## src/rtl/collision_pkg.sv

```systemverilog
// collision_pkg: shared FSM state, lives type and overlap window test for the collision manager
package collision_pkg;
  typedef enum logic [1:0] {ALIVE, INVULN, DEAD} state_t;
  typedef logic [3:0] lives_t;
  // Wide enough to hold any VWIDTH<=32 difference without wrap
  typedef logic signed [33:0] win_t;
  function automatic logic in_window(input win_t obst, input win_t player, input win_t mismatch, input win_t half);
    win_t d;
    d = obst - mismatch - player;
    return (d[33] ? -d : d) <= half;
  endfunction
endpackage

```

## src/rtl/collision_mgr_if.sv

```systemverilog
// collision_mgr_if: player/obstacle inputs and despawn/game-state outputs of the collision manager
interface collision_mgr_if
  import collision_pkg::*;
#(
  parameter int VWIDTH = 12,
  parameter int LWIDTH = 2,
  parameter int N_OBST = 4,
  parameter int COUNT_WIDTH = 32
);
  logic frame_tick;
  logic signed [VWIDTH-1:0] player_voffset;
  logic [LWIDTH-1:0] player_lane;
  logic [N_OBST-1:0] obst_valid;
  logic [N_OBST-1:0][VWIDTH-1:0] obst_voffset;
  logic [N_OBST-1:0][LWIDTH-1:0] obst_lane;
  logic [N_OBST-1:0] despawn;
  logic [COUNT_WIDTH-1:0] hit_count;
  lives_t lives;
  logic invuln;
  logic game_over;
  modport master (
    output frame_tick, player_voffset, player_lane, obst_valid, obst_voffset, obst_lane,
    input despawn, hit_count, lives, invuln, game_over
  );
  modport slave (
    input frame_tick, player_voffset, player_lane, obst_valid, obst_voffset, obst_lane,
    output despawn, hit_count, lives, invuln, game_over
  );
endinterface

```

## src/rtl/collision_slot.sv

```systemverilog
// collision_slot: per-slot overlap test with rising-edge detection so a held overlap yields one event
module collision_slot
  import collision_pkg::*;
#(
  parameter int VWIDTH = 12,
  parameter int LWIDTH = 2,
  parameter int POS_MISMATCH = 0,
  parameter int POS_OFFSET = 5
) (
  input  logic clk,
  input  logic rst_n,
  input  logic valid,
  input  logic signed [VWIDTH-1:0] voffset,
  input  logic [LWIDTH-1:0] lane,
  input  logic signed [VWIDTH-1:0] player_voffset,
  input  logic [LWIDTH-1:0] player_lane,
  output logic new_hit
);
  logic overlap, prev_ov_d, prev_ov_q;
  always_comb begin
    overlap = valid && lane == player_lane &&
              in_window(win_t'(voffset), win_t'(player_voffset), win_t'(POS_MISMATCH), win_t'(POS_OFFSET));
    prev_ov_d = overlap;
    new_hit = overlap && !prev_ov_q;
  end
  always_ff @(posedge clk) prev_ov_q <= !rst_n ? 1'b0 : prev_ov_d;
endmodule

```

## src/rtl/collision_mgr.sv

```systemverilog
// collision_mgr: multi-slot collision checker with lives, invulnerability window and game over.
// COLLISION_MULTI_HIT_EN: hit_count adds the number of slots hit in a cycle instead of 1.
module collision_mgr
  import collision_pkg::*;
#(
  parameter int VWIDTH = 12,
  parameter int LWIDTH = 2,
  parameter int N_OBST = 4,
  parameter int POS_MISMATCH = 0,
  parameter int POS_OFFSET = 5,
  parameter int COUNT_WIDTH = 32,
  parameter int LIVES = 3,
  parameter int INVULN_FRAMES = 60
) (
  input logic clk,
  input logic rst_n,
  collision_mgr_if.slave bus
);
  localparam int TW = $clog2(INVULN_FRAMES + 1);
  localparam int CW1 = COUNT_WIDTH + 1;
  logic [N_OBST-1:0] new_hit, despawn_d, despawn_q;
  state_t state_d, state_q;
  logic [TW-1:0] timer_d, timer_q;
  logic [COUNT_WIDTH-1:0] hit_count_d, hit_count_q;
  logic [COUNT_WIDTH:0] sum;
  lives_t lives_d, lives_q;
  for (genvar i = 0; i < N_OBST; i++) begin : g_slot
    collision_slot #(
      .VWIDTH(VWIDTH), .LWIDTH(LWIDTH), .POS_MISMATCH(POS_MISMATCH), .POS_OFFSET(POS_OFFSET)
    ) u_slot (
      .clk(clk), .rst_n(rst_n), .valid(bus.obst_valid[i]), .voffset(bus.obst_voffset[i]),
      .lane(bus.obst_lane[i]), .player_voffset(bus.player_voffset), .player_lane(bus.player_lane),
      .new_hit(new_hit[i])
    );
  end
  always_comb begin
    state_d = state_q;
    timer_d = timer_q;
    hit_count_d = hit_count_q;
    lives_d = lives_q;
`ifdef COLLISION_MULTI_HIT_EN
    sum = {1'b0, hit_count_q} + CW1'($countones(new_hit));
`else
    sum = {1'b0, hit_count_q} + CW1'(1);
`endif
    despawn_d = state_q == DEAD ? '0 : new_hit;
    case (state_q)
      ALIVE: if (|new_hit) begin
        hit_count_d = sum[COUNT_WIDTH] ? '1 : sum[COUNT_WIDTH-1:0];
        lives_d = lives_q - lives_t'(1);
        state_d = lives_d == '0 ? DEAD : INVULN;
        timer_d = lives_d == '0 ? '0 : TW'(INVULN_FRAMES);
      end
      // Hits during the window still despawn but never cost a life
      INVULN: if (bus.frame_tick) begin
        timer_d = timer_q - TW'(1);
        state_d = timer_q == TW'(1) ? ALIVE : INVULN;
      end
      default: ;
    endcase
  end
  always_ff @(posedge clk) begin
    if (!rst_n) begin
      state_q <= ALIVE;
      timer_q <= '0;
      hit_count_q <= '0;
      lives_q <= lives_t'(LIVES);
      despawn_q <= '0;
    end else begin
      state_q <= state_d;
      timer_q <= timer_d;
      hit_count_q <= hit_count_d;
      lives_q <= lives_d;
      despawn_q <= despawn_d;
    end
  end
  assign bus.despawn = despawn_q;
  assign bus.hit_count = hit_count_q;
  assign bus.lives = lives_q;
  assign bus.invuln = state_q == INVULN;
  assign bus.game_over = state_q == DEAD;
endmodule

```

## src/flat_wrapper.sv

```systemverilog
// flat-port wrapper written by rule: the top's interface ports become plain ports
module collision_mgr_flat import collision_pkg::*;
#(
  parameter int VWIDTH = 12,
  parameter int LWIDTH = 2,
  parameter int N_OBST = 4,
  parameter int POS_MISMATCH = 0,
  parameter int POS_OFFSET = 5,
  parameter int COUNT_WIDTH = 32,
  parameter int LIVES = 3,
  parameter int INVULN_FRAMES = 60
)
  (clk, rst_n, bus_frame_tick, bus_player_voffset, bus_player_lane, bus_obst_valid, bus_obst_voffset, bus_obst_lane, bus_despawn, bus_hit_count, bus_lives, bus_invuln, bus_game_over);
  collision_mgr_if #(.VWIDTH(VWIDTH), .LWIDTH(LWIDTH), .N_OBST(N_OBST), .COUNT_WIDTH(COUNT_WIDTH)) bus_i ();
  input logic clk;
  input logic rst_n;
  input wire logic [$bits(bus_i.frame_tick)-1:0] bus_frame_tick;
  input wire logic [$bits(bus_i.player_voffset)-1:0] bus_player_voffset;
  input wire logic [$bits(bus_i.player_lane)-1:0] bus_player_lane;
  input wire logic [$bits(bus_i.obst_valid)-1:0] bus_obst_valid;
  input wire logic [$bits(bus_i.obst_voffset)-1:0] bus_obst_voffset;
  input wire logic [$bits(bus_i.obst_lane)-1:0] bus_obst_lane;
  output wire logic [$bits(bus_i.despawn)-1:0] bus_despawn;
  output wire logic [$bits(bus_i.hit_count)-1:0] bus_hit_count;
  output wire logic [$bits(bus_i.lives)-1:0] bus_lives;
  output wire logic [$bits(bus_i.invuln)-1:0] bus_invuln;
  output wire logic [$bits(bus_i.game_over)-1:0] bus_game_over;
  assign bus_i.frame_tick = bus_frame_tick;
  assign bus_i.player_voffset = bus_player_voffset;
  assign bus_i.player_lane = bus_player_lane;
  assign bus_i.obst_valid = bus_obst_valid;
  assign bus_i.obst_voffset = bus_obst_voffset;
  assign bus_i.obst_lane = bus_obst_lane;
  assign bus_despawn = bus_i.despawn;
  assign bus_hit_count = bus_i.hit_count;
  assign bus_lives = bus_i.lives;
  assign bus_invuln = bus_i.invuln;
  assign bus_game_over = bus_i.game_over;
  collision_mgr #(.VWIDTH(VWIDTH), .LWIDTH(LWIDTH), .N_OBST(N_OBST), .POS_MISMATCH(POS_MISMATCH), .POS_OFFSET(POS_OFFSET), .COUNT_WIDTH(COUNT_WIDTH), .LIVES(LIVES), .INVULN_FRAMES(INVULN_FRAMES)) u_core (.clk(clk), .rst_n(rst_n), .bus(bus_i));
endmodule
```

## config.mk

```make
export PLATFORM = sky130hd
export DESIGN_NAME = collision_mgr_flat
export DESIGN_NICKNAME = d
export VERILOG_FILES = /design/src/rtl/collision_pkg.sv /design/src/rtl/collision_mgr_if.sv /design/src/rtl/collision_slot.sv /design/src/rtl/collision_mgr.sv /design/src/flat_wrapper.sv
export SDC_FILE = /design/constraint.sdc
export NUM_CORES = 1
export LEC_CHECK = 0
export CAP_MARGIN = 30
export CORE_ASPECT_RATIO = 1.2
export CORE_MARGIN = 2
export CORE_UTILIZATION = 30
export DETAILED_ROUTE_END_ITERATION = 8
export MAX_ROUTING_LAYER = met4
export PLACE_DENSITY = 0.61
export SYNTH_ARGS = -nofsm -noshare
export SYNTH_HDL_FRONTEND = slang
export SYNTH_SLANG_ARGS = --single-unit
```

## constraint.sdc

```tcl
create_clock -name clk -period 5.81 [get_ports clk]
set_clock_uncertainty 0.15 [all_clocks]
set_input_delay 1.162 -clock clk [delete_from_list [all_inputs] [get_ports clk]]
set_output_delay 1.162 -clock clk [all_outputs]
set_load 0.01 [all_outputs]
```

After elaboration in Yosys (flattened, before gate mapping)
Index checks and enable logic that the tools add are counted.

word-level totals
  register bits after elaboration = 52
  output and inout port bits = 42
  word-level logic and storage cells = 71

operators by class
  add/subtract/negate cells = 11
  $lt $le $gt $ge = 4
  eq/ne operators = 9
  muxes and demuxes = 14
  bitwise gates (word level) = 1
  reduce and logical (&&, ||, !) cells = 23

operators by type and width
  kind                   count
  $le 34x4->1 const B    4
  $mux 34                4
  $neg 13->34            4
  $sub 12x12->13         4
  $add 32x1->33 const B  1
  $mux 32                1
  $mux 6                 3
  $logic_and 1x1->1      12
  $pmux 6 s2             1
  $eq 2x2->1             4
  $eq 6x1->1 const B     1
  $mux 2                 3
  $sub 6x1->6 const B    1
  $logic_not 1->1        4
  $logic_not 4->1        1
  $pmux 2 s2             1
  $reduce_or 4->1        1
  $sub 4x1->4 const B    1
  $reduce_and 3->1       1
  $eq 2x1->1 const B     1
  $eq 2x2->1 const B     1
  $logic_not 2->1        1
  $ne 2x1->1 const B     1
  $ne 2x2->1 const B     1
  5 further kinds        5

Longest topological paths before layout
  depth after elaboration = 9
  gate-level depth with buffers = 19

Cells and area by module
A second synthesis with hierarchy kept.

unflattened totals
  cell total of the unflattened synthesis = 908
  area total of the unflattened synthesis = 6790.3 µm²

modules (own cells, without submodules)
  module                                         instances  cells an instance  area an instance (µm²)  sequential area each (µm²)
  collision_slot at u_core.g_slot[0].u_slot ...  3          160                1132.3                  20.0
  collision_mgr                                  1          275                2363.5                  960.9
  collision_slot at u_core.g_slot[2].u_slot      1          153                1029.7                  20.0

Worst setup path before layout
No wires, ideal clock.

  path type = in2reg
  from = input bus_obst_voffset[24]
  to = register u_core.hit_count_q[23] (netlist: u_core.bus.hit_count[23])
  arrival = 4.836 ns
  data required time = 5.589 ns
  path slack = 0.753 ns
  stages on the path = 18
  buffers on the path = 3
  path through = inv_1 -> ha_1 -> fa_1 -> ha_1 -> nand3_1 -> mux2_1 -> a2111o_1 -> o41ai_2 -> a221o_1 -> o211ai_1 -> nor4_2 -> a2111o_1 -> buf_6 -> nand2_4 -> or4_1 -> buf_2 -> buf_6 -> o21ai_1

between the ends
  longest elaborated chain between the ends = 8

RTL lines
  what                            RTL line              text
  start: declaration              flat_wrapper.sv:21    input wire logic [$bits(bus_i.obst_voffset)-1:0] bus_obst_voffset;
  $sub 12x12->13 (*)              collision_pkg.sv:9    d = obst - mismatch - player;
  $neg 13->34                     collision_pkg.sv:10   return (d[33] ? -d : d) <= half;
  $mux 34 (*)                     collision_pkg.sv:10
  $le 34x4->1 (*)                 collision_pkg.sv:10
  $logic_and 1x1->1 (*)           collision_slot.sv:21  overlap = valid && lane == player_lane &&
  $logic_and 1x1->1 (*)           collision_slot.sv:24  new_hit = overlap && !prev_ov_q;
  $reduce_or 4->1 (*)             collision_mgr.sv:48   ALIVE: if (|new_hit) begin
  $reduce_and 2->1 (no line) (*)  -
  end signal: assignment          collision_mgr.sv:72   hit_count_q <= hit_count_d;
  end: declaration                collision_mgr.sv:24   logic [COUNT_WIDTH-1:0] hit_count_d, hit_count_q;

Every way passes the cells marked *; elsewhere a longest branch is shown, timed or not.
A chain may end at the register's enable or synchronous reset.

Final worst setup path
  from = input bus_obst_voffset[24]
  to = register u_core.lives_q[1] (netlist: u_core.bus.lives[1])

between the ends
  longest elaborated chain between the ends = 8

RTL lines
  what                            RTL line              text
  $sub 12x12->13 (*)              collision_pkg.sv:9
  $neg 13->34                     collision_pkg.sv:10
  $mux 34 (*)                     collision_pkg.sv:10
  $le 34x4->1 (*)                 collision_pkg.sv:10
  $logic_and 1x1->1 (*)           collision_slot.sv:21
  $logic_and 1x1->1 (*)           collision_slot.sv:24
  $reduce_or 4->1 (*)             collision_mgr.sv:48
  $reduce_and 2->1 (no line) (*)  -
  end signal: assignment          collision_mgr.sv:67   lives_q <= lives_t'(LIVES);
  end signal: assignment          collision_mgr.sv:73   lives_q <= lives_d;
  end: declaration                collision_mgr.sv:26   lives_t lives_d, lives_q;

Marked as above.

==> key figures <==
Worst setup path
  – Worst setup path endpoint: u_core.bus.lives[1]
  – Delay-heaviest family, CP: simple AND/OR/NAND/NOR gates
  – Critical path required time: 5.85 ns
  – WP data arrival: 5.56 ns
  – CP max stage delay: 0.53 ns
  – Startpoint Class: primary input
  – Cell mode on critical path: a2111o_1
  – FF-to-FF End: u_core.bus.hit_count[4]
  – CP endpoint kind: flop
  – R2R cell count: 10
  – Worst setup startpoint: bus_obst_voffset[24]
  – Flop2flop setup slack: 2.75 ns
  – Critical R2R Launch: u_core.bus.hit_count[15]
  – Crit path kind: primary input to flop
  – Worst path cell trace: clkdlybuf4s50_1 -> inv_1 -> ha_1 -> fa_1 -> nand2b_1 -> a2111o_1 -> o211ai_1 -> a2111o_1 -> nor2_1 -> or4_1 -> a31o_1 -> nor4_4 -> a2111o_1 -> buf_4 -> nand2_1 -> mux2_2 -> nand2_1
  – Stages on worst setup path: 17
  – Worst Path Buf+Inv: 3
  – Max FO, Critical Path: 16
  – Slowest CP cell: or4_1

Clocking
  – Clock buffer count from CTS: 5
  – CTS sink count: 52
  – Clock slew at reported path FFs: 0.07 ns
  – Post-CTS setup buffer count: 0
  – Clock latency on the worst-skew pair: 0.30 ns
  – CTS tree: done
  – Root Buffer: clkbuf_16
  – Max Root-Sink Buffers: 2
  – H-tree depth: 2

GRT
  – Total Routing Usage GR: 0.180
  – First-pass GRT wire length: 34.6 mm
  – Largest net degree at the start of global routing: 29
  – Total grt overflow: 0
  – Vias in the first global route: 7,038
  – Antenna violations before repair: 0

STA
  – Slew Limit Fails: 0
  – Worst setup margin: 0.287 ns
  – Minimum clock period: 5.52 ns
  – Period utilisation layout: 0.951
  – Final hold vios: 0
  – Setup Viol. Count Final: 0
  – Final hold slack: 0.365 ns
  – Setup TNS Final: 0 ns
  – Tightest Pin Transition: 0.551 ns
  – Rel. slew slack: 0.623
  – RSZ-0062 raised after global routing: no
  – Max Freq: 0.181 GHz

Detailed routing
  – DR vias/cell: 5.55
  – Routed length per instance: 16.1 um
  – DRT iter0 DRCs: 338
  – Drt drc: 0
  – Post-DRT Antenna Nets: 0
  – Via count: 7,603
  – 1st-pass router iterations: 5
  – Total Wirelength: 22.1 mm

Synth
  – Synthesized area: 0.00689 sq mm
  – Syn Area/Cell: 7.49 sq um
  – Asr flop ratio synth: 0
  – Synth top area cells: dfxtp_1 (15%), ha_1 (10%), xor2_1 (5.2%)
  – YS warnings: 0
  – Sequential fraction of the synthesis area: 0.151
  – Top-area cell type share of the netlist area: 0.151
  – EDFF count, synth: 0
  – Register bit total from synthesis: 52
  – Cells after synthesis: 920
  – Post-synth top flop: dfxtp_1
  – Synth unique cells: 84
  – Area leader, netlist: dfxtp_1
  – Syn Nets: 1,058

Finish
  – Fraction of layout instances using a drive strength above 1: 0.118
  – Most frequent cells in the layout: clkdlybuf4s50_1 (117), buf_4 (83), nor2_1 (65)
  – Commonest non-fill, non-tap cell in the layout: clkdlybuf4s50_1
  – Area Growth Syn to Fin: 31.3%
  – Finished Layout Cells: 1,371
  – Number of diodes: 0
  – Fin util: 0.402
  – Final nets: 1,229
  – Final Instance Area: 0.00905 sq mm

Floorplanning
  – I/O pin cnt: 119
  – Die area: 0.0242 sq mm
  – Starting Density: 0.306
  – Core area: 0.0225 sq mm
  – Site Rows: 60
  – Height of the die: 170 um
  – Die W: 142 um

Placed design
  – Hpwl dp: 17.4 mm
  – GPL Wtd Cong: 0.912
  – I/O Buffers: 118
  – Placed Instance Area: 0.00888 sq mm
  – Pre-CTS setup slack: -0.242 ns
  – Placed cells: 1,363

Power
  – Power per cell area: 156 mW/mm^2
  – Final Power: 1.41 mW
  – Leak Pwr: 3.65 nW
  – VDD IR max: 0.105 mV

Job
  – Max-cap violations: 0

Hold path
  – Hold Path Class: flop to flop

Status
  – Status: completed
## metal layers
metal | global-route usage | part of all wire
met1 | 0.232 | 0.46
met2 | 0.302 | 0.46
met3 | 0.0256 | 0.060
met4 | 0.0383 | 0.013
met5 | - | 0
## logic make-up after synthesis
group / Yosys count / share of synthesized area
adder cells (fa/ha/maj): 61 / 0.115
buffers and inverters: 89 / 0.0528
XOR/XNOR: 70 / 0.0889
flip-flops: 52 / 0.151
AO/OA/AOI/OAI: 286 / 0.299
AND/OR/NAND/NOR: 347 / 0.270
multiplexers: 15 / 0.0227
## cell type report
class | instances | area (sq um)
multi-input combinational | 779 | 5520
clock buffer | 5 | 125
fill | 2349 | 13500
inverter | 52 | 195
sequential | 52 | 1040
clock inverter | 3 | 21.3
tap | 279 | 349
timing repair buffer | 201 | 1810
## worst reg2reg max path, stage by stage (launching register included)
cell and delay (ns):
dfxtp_1 0.42, and3_1 0.21, and3_1 0.21, and3_1 0.18
and2_1 0.20, and3_1 0.28, nor2b_1 0.34, nand3_1 0.17
or4_1 0.51, buf_4 0.21, o21ai_1 0.10
## worst min path at each step
stage | from | to | cells past startpoint
global placement | u_core.timer_q[5] | u_core.timer_q[5] | 2
detailed placement | u_core.bus.hit_count[26] | u_core.bus.hit_count[26] | 1
global route | u_core.timer_q[5] | u_core.timer_q[5] | 2
finish | u_core.timer_q[1] | u_core.timer_q[1] | 2
CTS | u_core.timer_q[1] | u_core.timer_q[1] | 2
floorplan | u_core.timer_q[1] | u_core.timer_q[1] | 2
## cell usage after synthesis (all sizes together), types with 10 or more instances
cell type,number
a211oi,11
a21o,19
a21oi,55
a31oi,12
and2,13
and3,20
buf,11
clkbuf,26
dfxtp,52
ha,57
inv,52
mux2i,10
nand2,65
nand2b,16
nand3,40
nand4,28
nor2,66
nor2b,11
nor3,23
nor3b,11
nor4,10
o211ai,20
o21a,12
o21ai,65
xnor2,29
xor2,41
## registers in the layout, indices dropped and copies added (netlist names)
| name | flops |
|---|---|
| u_core.bus.hit_count | 32 |
| u_core.bus.lives | 4 |
| u_core.state_q | 2 |
| u_core.timer_q | 6 |
| u_core.bus.despawn | 4 |
| u_core.g_slot.u_slot.prev_ov_q | 4 |
## where the power goes
group,internal (mW),switching [mW],leakage (nW)
Combinational,0.340,0.408,3.16
Clock,0.161,0.148,0.0702
Sequential,0.357,0.000757,0.419
## timing repair
action,4_1_cts,5_1_grt
hold buffers,0,0
setup endpoints to repair,0,40
gates resized for setup,0,6
(Power assumes the default switching activity.)
